<file path="config.mk">
export PLATFORM = sky130hd
export DESIGN_NAME = ask_demod_ctrl
export DESIGN_NICKNAME = d
export VERILOG_FILES = /design/src/rtl/ask_demod_ctrl.sv
export SDC_FILE = /design/constraint.sdc
export NUM_CORES = 1
export LEC_CHECK = 0
export ABC_AREA = 1
export CAP_MARGIN = 20
export CORE_MARGIN = 3
export CORE_UTILIZATION = 39
export DETAILED_ROUTE_END_ITERATION = 10
export MAX_ROUTING_LAYER = met4
export PLACE_DENSITY = 0.68
export SKIP_CTS_REPAIR_TIMING = 1
export SYNTH_ARGS = -nofsm -noshare
export SYNTH_HDL_FRONTEND = slang
export SYNTH_SLANG_ARGS = --single-unit
</file>
<file path="constraint.sdc">
create_clock -name clk -period 3.85 [get_ports clk]
set_input_delay 0.5775 -clock clk [delete_from_list [all_inputs] [get_ports clk]]
set_output_delay 0.5775 -clock clk [all_outputs]
set_load 0.02 [all_outputs]
</file>
<file path="src/rtl/ask_demod_ctrl.sv">
`default_nettype none
// ============================================================================
// Module : ask_demod_ctrl
// Sequencer for the ASK demodulator: reset, FIR settle, rate acquisition,
// lock qualification with bit-activity watchdog and bounded retries.
// Rev    : 1.0
// ============================================================================
module ask_demod_ctrl #(
   parameter int SETTLE_CYC  = 4096,
   parameter int RST_CYC     = 16,
   parameter int LOCK_CNT    = 4,
   parameter int ACQ_TIMEOUT = 200000,
   parameter int WDOG_CYC    = 50000,
   parameter int RETRY_MAX   = 3
) (
   input  logic       clk,
   input  logic       rst_n,
   input  logic       start,
   input  logic       abort,
   input  logic       rate_strobe,
   input  logic [3:0] rate_in,
   input  logic       bit_valid_in,
   output logic       demod_en,
   output logic       demod_rst_n,
   output logic       locked,
   output logic [3:0] rate_kbps,
   output logic       fail,
   output logic [1:0] retry_cnt,
   output logic [2:0] state
);

   localparam int T_MAX_A = (SETTLE_CYC > RST_CYC) ? SETTLE_CYC : RST_CYC;
   localparam int T_MAX_B = (ACQ_TIMEOUT > WDOG_CYC) ? ACQ_TIMEOUT : WDOG_CYC;
   localparam int T_MAX   = (T_MAX_A > T_MAX_B) ? T_MAX_A : T_MAX_B;
   localparam int TW      = $clog2(T_MAX + 1);
   localparam int CW      = $clog2(LOCK_CNT + 1);

   localparam logic [TW-1:0] RST_LAST    = TW'(RST_CYC - 1);
   localparam logic [TW-1:0] SETTLE_LAST = TW'(SETTLE_CYC - 1);
   localparam logic [TW-1:0] ACQ_LAST    = TW'(ACQ_TIMEOUT - 1);
   localparam logic [TW-1:0] WDOG_LAST   = TW'(WDOG_CYC - 1);
   localparam logic [TW-1:0] T_SAT       = {TW{1'b1}};
   localparam logic [CW-1:0] LOCK_TGT    = CW'(LOCK_CNT);
   localparam logic [1:0]    RETRY_TGT   = 2'(RETRY_MAX);

   typedef enum logic [2:0] {
      S_IDLE    = 3'd0,
      S_RESET   = 3'd1,
      S_SETTLE  = 3'd2,
      S_ACQUIRE = 3'd3,
      S_LOCKED  = 3'd4,
      S_FAIL    = 3'd5
   } state_t;

   state_t        state_q, state_d;
   logic [TW-1:0] timer_q, timer_d, timer_inc;
   logic [CW-1:0] match_cnt_q, match_cnt_d, match_inc;
   logic [CW-1:0] mis_cnt_q, mis_cnt_d, mis_inc;
   logic [3:0]    cand_q, cand_d;
   logic [3:0]    rate_kbps_q, rate_kbps_d;
   logic [1:0]    retry_cnt_q, retry_cnt_d, retry_inc;
   logic          demod_en_q, demod_en_d;
   logic          demod_rst_n_q, demod_rst_n_d;
   logic          locked_q, locked_d;
   logic          fail_q, fail_d;
   logic          rate_ok;

   assign rate_ok   = (rate_in == 4'd6) || (rate_in == 4'd8) || (rate_in == 4'd10);
   assign timer_inc = (timer_q == T_SAT) ? timer_q : timer_q + 1'b1;
   assign match_inc = (match_cnt_q >= LOCK_TGT) ? match_cnt_q : match_cnt_q + 1'b1;
   assign mis_inc   = (mis_cnt_q >= LOCK_TGT) ? mis_cnt_q : mis_cnt_q + 1'b1;
   assign retry_inc = (retry_cnt_q == 2'd3) ? retry_cnt_q : retry_cnt_q + 1'b1;

   always_comb begin
      state_d     = state_q;
      timer_d     = timer_inc;
      match_cnt_d = match_cnt_q;
      mis_cnt_d   = mis_cnt_q;
      cand_d      = cand_q;
      rate_kbps_d = rate_kbps_q;
      retry_cnt_d = retry_cnt_q;

      case (state_q)
         S_IDLE: begin
            if (start) begin
               state_d     = S_RESET;
               retry_cnt_d = '0;
            end
         end
         S_RESET: begin
            if (timer_q >= RST_LAST) state_d = S_SETTLE;
         end
         S_SETTLE: begin
            if (timer_q >= SETTLE_LAST) state_d = S_ACQUIRE;
         end
         S_ACQUIRE: begin
            if (rate_strobe) begin
               if (!rate_ok) begin
                  match_cnt_d = '0;
               end else if (rate_in == cand_q) begin
                  match_cnt_d = match_inc;
               end else begin
                  cand_d      = rate_in;
                  match_cnt_d = CW'(1);
               end
            end
            // A lock qualified in the timeout cycle still wins
            if (match_cnt_d >= LOCK_TGT) begin
               state_d     = S_LOCKED;
               rate_kbps_d = cand_d;
               retry_cnt_d = '0;
            end else if (timer_q >= ACQ_LAST) begin
               retry_cnt_d = retry_inc;
               state_d     = (retry_inc == RETRY_TGT) ? S_FAIL : S_RESET;
            end
         end
         S_LOCKED: begin
            if (rate_strobe && rate_ok)
               mis_cnt_d = (rate_in != rate_kbps_q) ? mis_inc : '0;
            if (mis_cnt_d >= LOCK_TGT) begin
               state_d = S_ACQUIRE;
            end else if (bit_valid_in) begin
               // Reload cycle counts as cycle 0 of the new watchdog window
               timer_d = TW'(1);
            end else if (timer_q >= WDOG_LAST) begin
               state_d = S_RESET;
            end
         end
         S_FAIL: begin
            if (start) begin
               state_d     = S_RESET;
               retry_cnt_d = '0;
            end
         end
         default: begin
            state_d     = S_IDLE;
            retry_cnt_d = '0;
         end
      endcase

      if (abort) begin
         state_d     = S_IDLE;
         retry_cnt_d = '0;
      end

      // Every state entry restarts the phase timer and the qualification counts
      if (state_d != state_q) begin
         timer_d     = '0;
         match_cnt_d = '0;
         mis_cnt_d   = '0;
      end

      demod_en_d    = (state_d == S_ACQUIRE) || (state_d == S_LOCKED);
      demod_rst_n_d = (state_d != S_RESET);
      locked_d      = (state_d == S_LOCKED);
      fail_d        = (state_d == S_FAIL);
   end

   always_ff @(posedge clk or negedge rst_n) begin
      if (!rst_n) begin
         state_q       <= S_IDLE;
         timer_q       <= '0;
         match_cnt_q   <= '0;
         mis_cnt_q     <= '0;
         cand_q        <= '0;
         rate_kbps_q   <= 4'd6;
         retry_cnt_q   <= '0;
         demod_en_q    <= 1'b0;
         demod_rst_n_q <= 1'b1;
         locked_q      <= 1'b0;
         fail_q        <= 1'b0;
      end else begin
         state_q       <= state_d;
         timer_q       <= timer_d;
         match_cnt_q   <= match_cnt_d;
         mis_cnt_q     <= mis_cnt_d;
         cand_q        <= cand_d;
         rate_kbps_q   <= rate_kbps_d;
         retry_cnt_q   <= retry_cnt_d;
         demod_en_q    <= demod_en_d;
         demod_rst_n_q <= demod_rst_n_d;
         locked_q      <= locked_d;
         fail_q        <= fail_d;
      end
   end

   assign demod_en    = demod_en_q;
   assign demod_rst_n = demod_rst_n_q;
   assign locked      = locked_q;
   assign rate_kbps   = rate_kbps_q;
   assign fail        = fail_q;
   assign retry_cnt   = retry_cnt_q;
   assign state       = state_q;

endmodule
`default_nettype wire

</file>
==> impl_results.md, run 1 <==
* Outcome: finished, final reports clean
* Layout area overhead at 13.1%
* Most frequent CP cell: nand2_2
* HPWL after DPL at 4.94 mm
* Number of failing hold endpoints at the final stage at 0
* Vias/cell at 5.07
* Vias in the first global route at 2547
* Tmin final at 2.66 ns
* Fmax at 376 MHz
* Post-Synthesis Cell Area at 2930 sq um
* # Max-Cap Violations at 0
* Max Clock Skew at 0.0107 ns
* Worst EP required at 4.05 ns
* Core Area at 7020 sq um
* Post-synth ARST share at 1.00
* Die area at 8580 sq um
* Final Max Slew Viols at 0
* Row count at 30
* Kind of critical path: in2reg
* Critical Path Sink Type: flip-flop
* IO Pins at 23
* Initial core utilization at 0.417
* Unique masters post-synth at 38
* Crit path buffers/inverters at 2
* Prevailing post-synth register cell: dfrtp_1
* Maximum vdd drop at 155 uV
* Die Width at 92.6 microns
* Die height at 92.6 microns
* Residual DRC count at 0
* Gate Count Post-Synth at 405
* Routability cong. at 0.913
* NumNets Final at 442
* Fin Setup TNS at 0 ns
* Worst skew pair latency at 0.30 ns
* Final instance area at 3310 sq um
* CP cell instances: clkdlybuf4s50_1 -> inv_1 -> nor2_1 -> nand2_2 -> nor2_4 -> nand3_2 -> nand2_2 -> nor2_1 -> nor2_1 -> nand2_1 -> nand2_2 -> nand2_1 -> nand2_2 -> nand3_4 -> nor3_1
* First-pass GRT wire length at 11.8 mm
* Largest net degree at the start of global routing at 42
* Post-route setup slack at 1.19 ns
* Crit path max fanout at 24
* Dpl ws at 0.887 ns
* Synth warn at 0
* H-tree Lvls at 2
* Critical path's largest stage delay at 0.55 ns
* Mean Syn Cell Area at 7.23 sq um
* Tot GR Track Use at 0.171
* Ant diodes at 0
* Register area share after synthesis at 0.352
* Drt wl/cell at 12.9 microns
* CTS tree: built
* WP data arrival at 2.87 ns
* Post-place instance area at 3200 sq um
* Period utilisation layout at 0.692
* PD cells at 293 nW/um^2
* CTS max path bufs at 2
* Num CTS Buffers at 5
* Synth Register Bits at 41
* Via count at 2657
* Final setup violation count at 0
* Antenna Violating Nets Remaining at 0
* Cells after DPL at 516
* Initial antenna violation count at 0
* EDFF count, synth at 0
* DR iter-0 viols at 136
* Hold Crit Class: in2async
* Overall power at 968 uW
* 1st-pass router iterations at 4
* Clk sinks at 41
* Post-synth net total at 420
* Max_slew headroom at 0.371
* I/O Buffers at 22
* Overflow after GRT at 0
* Pleak at 1.55 nW
* Unrepaired setup endpoints after global routing: no
* Slew @ Worst Pin at 0.944 ns
* Share of cells above drive strength 1 at 0.133
* Cell class contributing the biggest share of worst-path delay: simple AND/OR/NAND/NOR gates
* CP Launch Type: input port
* Routed WL at 6.75 mm
* Root Buffer: clkbuf_8
* Most frequent cells in the layout: nand2_1, inv_1, nor2_1, dfrtp_1, nand3_1
* Fin cells at 524
* Clock-pin slew on the worst setup and hold paths at 0.08 ns
* Most common cell after layout, fill and taps aside: nand2_1
* Slowest CP cell: clkdlybuf4s50_1
## metal layers
metal,up-vias,track usage,wire length (microns)
li1,1350,-,-
met1,1250,0.223,3320
met2,48,0.275,3070
met3,9,0.0292,239
met4,0,0.0488,113
met5,-,-,0
## cell families after synthesis
logic type	after synthesis	synth area share
AOI/OAI and AO/OA	41	0.0902
and+or+nand+nor	241	0.416
xor gates and xnor gates	6	0.0180
buffers and inverters	71	0.103
adders and majority gates	5	0.0214
DFF	41	0.352
## layout make-up
| class | instances | area, sq um |
|---|---|---|
| Clock inverter | 2 | 35.0 |
| Fill cell | 726 | 3710 |
| Tap cell | 96 | 120 |
| Clock buffer | 6 | 72.6 |
| Timing Repair Buffer | 22 | 215 |
| Multi-Input combinational cell | 293 | 1600 |
| Sequential cell | 41 | 1030 |
| Inverter | 64 | 240 |
## worst paths after layout
path                              start              to  slack [ns]  depth (start not counted)
max reg2reg                  timer_q[0]  match_cnt_q[0]        1.35                         13
max in group asynchronous         rst_n     timer_q[17]        2.84                          1
max                         rate_strobe  match_cnt_q[0]        1.19                         15
min in group clk           rate_kbps[1]    rate_kbps[1]        0.53                          2
min reg2reg                rate_kbps[1]    rate_kbps[1]        0.53                          2
min                               rst_n      timer_q[0]        0.42                          1
## worst register-to-register path: cells and delay by family, from the launching register on
family                     cells  cell delay [ns]
AOI/OAI and AO/OA              1             0.12
and+or+nand+nor               11             1.64
adders and majority gates      1             0.25
DFF                            1             0.39
## state kept, by name (all words and copies together) (netlist names)
register and cells:
state 3, rate_kbps 4, retry_cnt 2, timer_q 18, fail 1, demod_rst_n 1, mis_cnt_q 3, match_cnt_q 3
locked 1, demod_en 1, cand_q 4
## cell usage after synthesis, drive strengths merged (3+ instances only)
library cell | number | area [sq um]
a21oi | 6 | 30.0
buf | 6 | 55.1
dfrtp | 38 | 951
dfstp | 3 | 78.8
ha | 5 | 62.6
inv | 63 | 236
nand2 | 114 | 468
nand3 | 38 | 213
nand4 | 8 | 50.1
nor2 | 45 | 186
nor3 | 33 | 280
o211ai | 8 | 60.1
o21ai | 15 | 75.1
o21bai | 3 | 26.3
xor2 | 5 | 43.8
## stage by stage
stage	util	hold slack (ns)
after detailed placement	0.456	0.517
after global routing	0.471	0.505
after global placement	0.456	0.503
after CTS	0.471	0.459
final	0.471	0.425
after floorplan	-	0.282
## where the power goes
part / internal (mW) / total (mW) / switching (mW) / leakage [nW]
sequential: 0.447 / 0.464 / 0.0174 / 0.552
clock: 0.193 / 0.353 / 0.160 / 0.0552
combinational: 0.0546 / 0.151 / 0.0961 / 0.939
total: 0.694 / 0.968 / 0.274 / 1.55
Note: power is estimated with default switching activity, not from simulation.
==> inputs of run 2 (changes only) <==
Clock period 3.85 ns to 2.6 ns, I/O delays scaled along.
==> run 2 against run 1 <==
Net effect: power up 52%; critical path depth is 1 higher; global-route usage increased by 0.31 points; setup slack got worse by 0.90 ns; sequential share of layout area down 1.2 points; sequential power rose by 48%; flip-flop and latch count unchanged; clock power grew 51%; combinational power rose by 64%; cell area up 4.0%; clock-buffer cell count up 1; final cell count rose by 1.3%; critical path type unchanged.
==> impl_results.md, run 2 (synthesized netlist as in run 1, its figures left out) <==
* NumNets Final at 449 (+1.6%)
* Row count at 30 (unchanged)
* Hold Crit Class: in2async
* DR iter-0 viols at 114 (-16%)
* Pint at 1.08 mW (+55%)
* Share of cells above drive strength 1 at 0.149 (+0.0162)
* H-tree Lvls at 2 (unchanged)
* Slew @ Worst Pin at 0.957 ns (+0.0133 ns)
* Max Clock Skew at 0.00847 ns (-0.00224 ns)
* Layout area overhead at 17.7%
* Pleak at 1.61 nW (+3.8%)
* Clock network power share at 0.363 (-0.002)
* Die area at 8580 sq um (unchanged)
* Net Sw Frac at 0.267 (-0.0157)
* Worst skew pair latency at 0.29 ns (about the same)
* CTS tree: built
* Critical path's largest stage delay at 0.56 ns (about the same)
* Most common cell after layout, fill and taps aside: nand2_1
* Vias/cell at 5.03 (-0.80%)
* Combinational share of power at 0.169 (+0.013)
* Root Buffer: clkbuf_8
* Final instance area at 3440 sq um (+4.0%)
* Overall power at 1.47 mW (+52%)
* R2R setup slack at 0.31 ns (-1.04 ns)
* RR Startpoint: timer_q[0]
* Most frequent cells in the layout: nand2_1, inv_1, nor2_1, dfrtp_1, nand3_1
* Unrepaired setup endpoints after global routing: no
* Worst reg2reg path depth at 15 (+2)
* Slowest CP cell: clkdlybuf4s50_1
* Routed WL at 6.72 mm (-0.40%)
* Critical Path Sink Type: flip-flop
* Initial antenna violation count at 0 (unchanged)
* Vias in the first global route at 2596 (+1.9%)
* Ant diodes at 0 (unchanged)
* Tmin final at 2.31 ns
* Most frequent CP cell: nand2_1
* CP Launch Type: input port
* Overflow after GRT at 0 (unchanged)
* Fin Setup TNS at 0 ns (unchanged)
* Clock-pin slew on the worst setup and hold paths at 0.08 ns (about the same)
* Psw at 393 uW (+44%)
* Routability cong. at 0.981 (+7.4%)
* Crit path buffers/inverters at 4 (+2)
* Maximum vdd drop at 227 uV (+46%)
* Final Max Slew Viols at 0 (unchanged)
* Core Area at 7020 sq um (unchanged)
* Outcome: finished, final reports clean
* Post-place instance area at 3320 sq um (+3.6%)
* First-pass GRT wire length at 12.0 mm (+1.5%)
* Post-route setup slack at 0.291 ns (-0.896 ns)
* Top reg by flops: timer_q
* Clk sinks at 41 (unchanged)
* Die height at 92.6 microns (unchanged)
* Num CTS Buffers at 5 (unchanged)
* I/O Buffers at 22 (unchanged)
* PD cells at 427 nW/um^2 (+46%)
* Kind of critical path: in2reg
* HPWL after DPL at 5.16 mm (+4.5%)
* Dpl ws at 0.0189 ns (-0.868 ns)
* Antenna Violating Nets Remaining at 0 (unchanged)
* Period utilisation layout at 0.888
* Tot GR Track Use at 0.174 (+0.00314)
* Fmax at 433 MHz
* Residual DRC count at 0 (unchanged)
* Cell class contributing the biggest share of worst-path delay: simple AND/OR/NAND/NOR gates
* Worst EP required at 2.80 ns (-1.25 ns)
* CTS max path bufs at 2 (unchanged)
* Crit path max fanout at 10 (-58%)
* 1st-pass router iterations at 4 (unchanged)
* Initial core utilization at 0.417 (unchanged)
* Largest net degree at the start of global routing at 42 (unchanged)
* Die Width at 92.6 microns (unchanged)
* R2R Path End: mis_cnt_q[0]
* CP cell instances: clkdlybuf4s50_1 -> inv_2 -> nand2_1 -> nand2_1 -> nor2_1 -> nand2_1 -> o21bai_2 -> nand2_2 -> nand2_1 -> inv_1 -> nand3_2 -> nand2_4 -> nand2_4 -> nand2_4 -> buf_12 -> nor3_1
* Drt wl/cell at 12.7 microns (-1.7%)
* Number of failing hold endpoints at the final stage at 0 (unchanged)
* # Max-Cap Violations at 0 (unchanged)
* WP data arrival at 2.50 ns (-0.37 ns)
* Fillers at 709 (-2.3%)
* Layout Utilization at 0.491 (+0.0191)
* Max_slew headroom at 0.362 (-0.00884)
* Final setup violation count at 0 (unchanged)
* Sequential power share at 0.468 (-0.011)
* Via count at 2671 (+0.53%)
* Max reg flops at 18 (unchanged)
* IO Pins at 23 (unchanged)
-- run 2: worst max path at each step --
stage,startpoint,end,slack (ns),cells after the start
finish,rate_in[2],mis_cnt_q[0],0.29,16
global route,timer_q[0],match_cnt_q[0],0.008,14
CTS,timer_q[0],mis_cnt_q[1],0.21,14
detailed placement,rate_in[2],mis_cnt_q[1],0.02,16
global placement,rate_in[2],timer_q[6],0.07,15
floorplan,timer_q[0],timer_q[2],0.68,15
-- run 2: layout make-up --
class | count | area [sq um] | area share
Sequential cell | 41 | 1030 | 0.299
Tap cell | 96 | 120 | 0.0349
Multi-Input combinational cell | 293 | 1610 | 0.467
Timing Repair Buffer | 29 | 330 | 0.0959
Clock inverter | 1 | 30.0 | 0.00872
Inverter | 64 | 240 | 0.0698
Clock buffer | 7 | 86.3 | 0.0251
-- run 2: power by group through the flow --
stage	Combinational, mW	Sequential, mW	Clock (mW)
finish	0.248	0.689	0.534
global route	0.284	0.692	0.571
CTS	0.252	0.686	0.554
detailed placement	0.250	0.699	0
global placement	0.248	0.698	0
floorplan	0.169	0.696	0
-- run 2: stage by stage --
| stage | hold slack (ns) | instances |
|---|---|---|
| floorplan | 0.0944 | 405 |
| global placement | 0.511 | 523 |
| detailed placement | 0.516 | 523 |
| CTS | 0.289 | 531 |
| global route | 0.327 | 531 |
| finish | 0.246 | 531 |
-- run 2: per-layer routing --
layer	up-vias	wire length, microns	GRT usage
li1	1368	-	-
met1	1249	3230	0.234
met2	43	3170	0.273
met3	11	178	0.0227
met4	0	143	0.0574
met5	-	0	-
-- run 2: worst register-to-register path, stage by stage (launching register included) --
cell     delay [ns]
dfrtp_1        0.41
ha_1           0.28
nand3_2        0.16
inv_1          0.07
nor2_1         0.19
nand3_1        0.09
nand2_1        0.08
nand2_1        0.05
nor2_1         0.10
nand2_1        0.09
nand2_2        0.09
nand2_1        0.08
nand2_2        0.08
nand3_4        0.12
buf_12         0.18
nor3_1         0.15
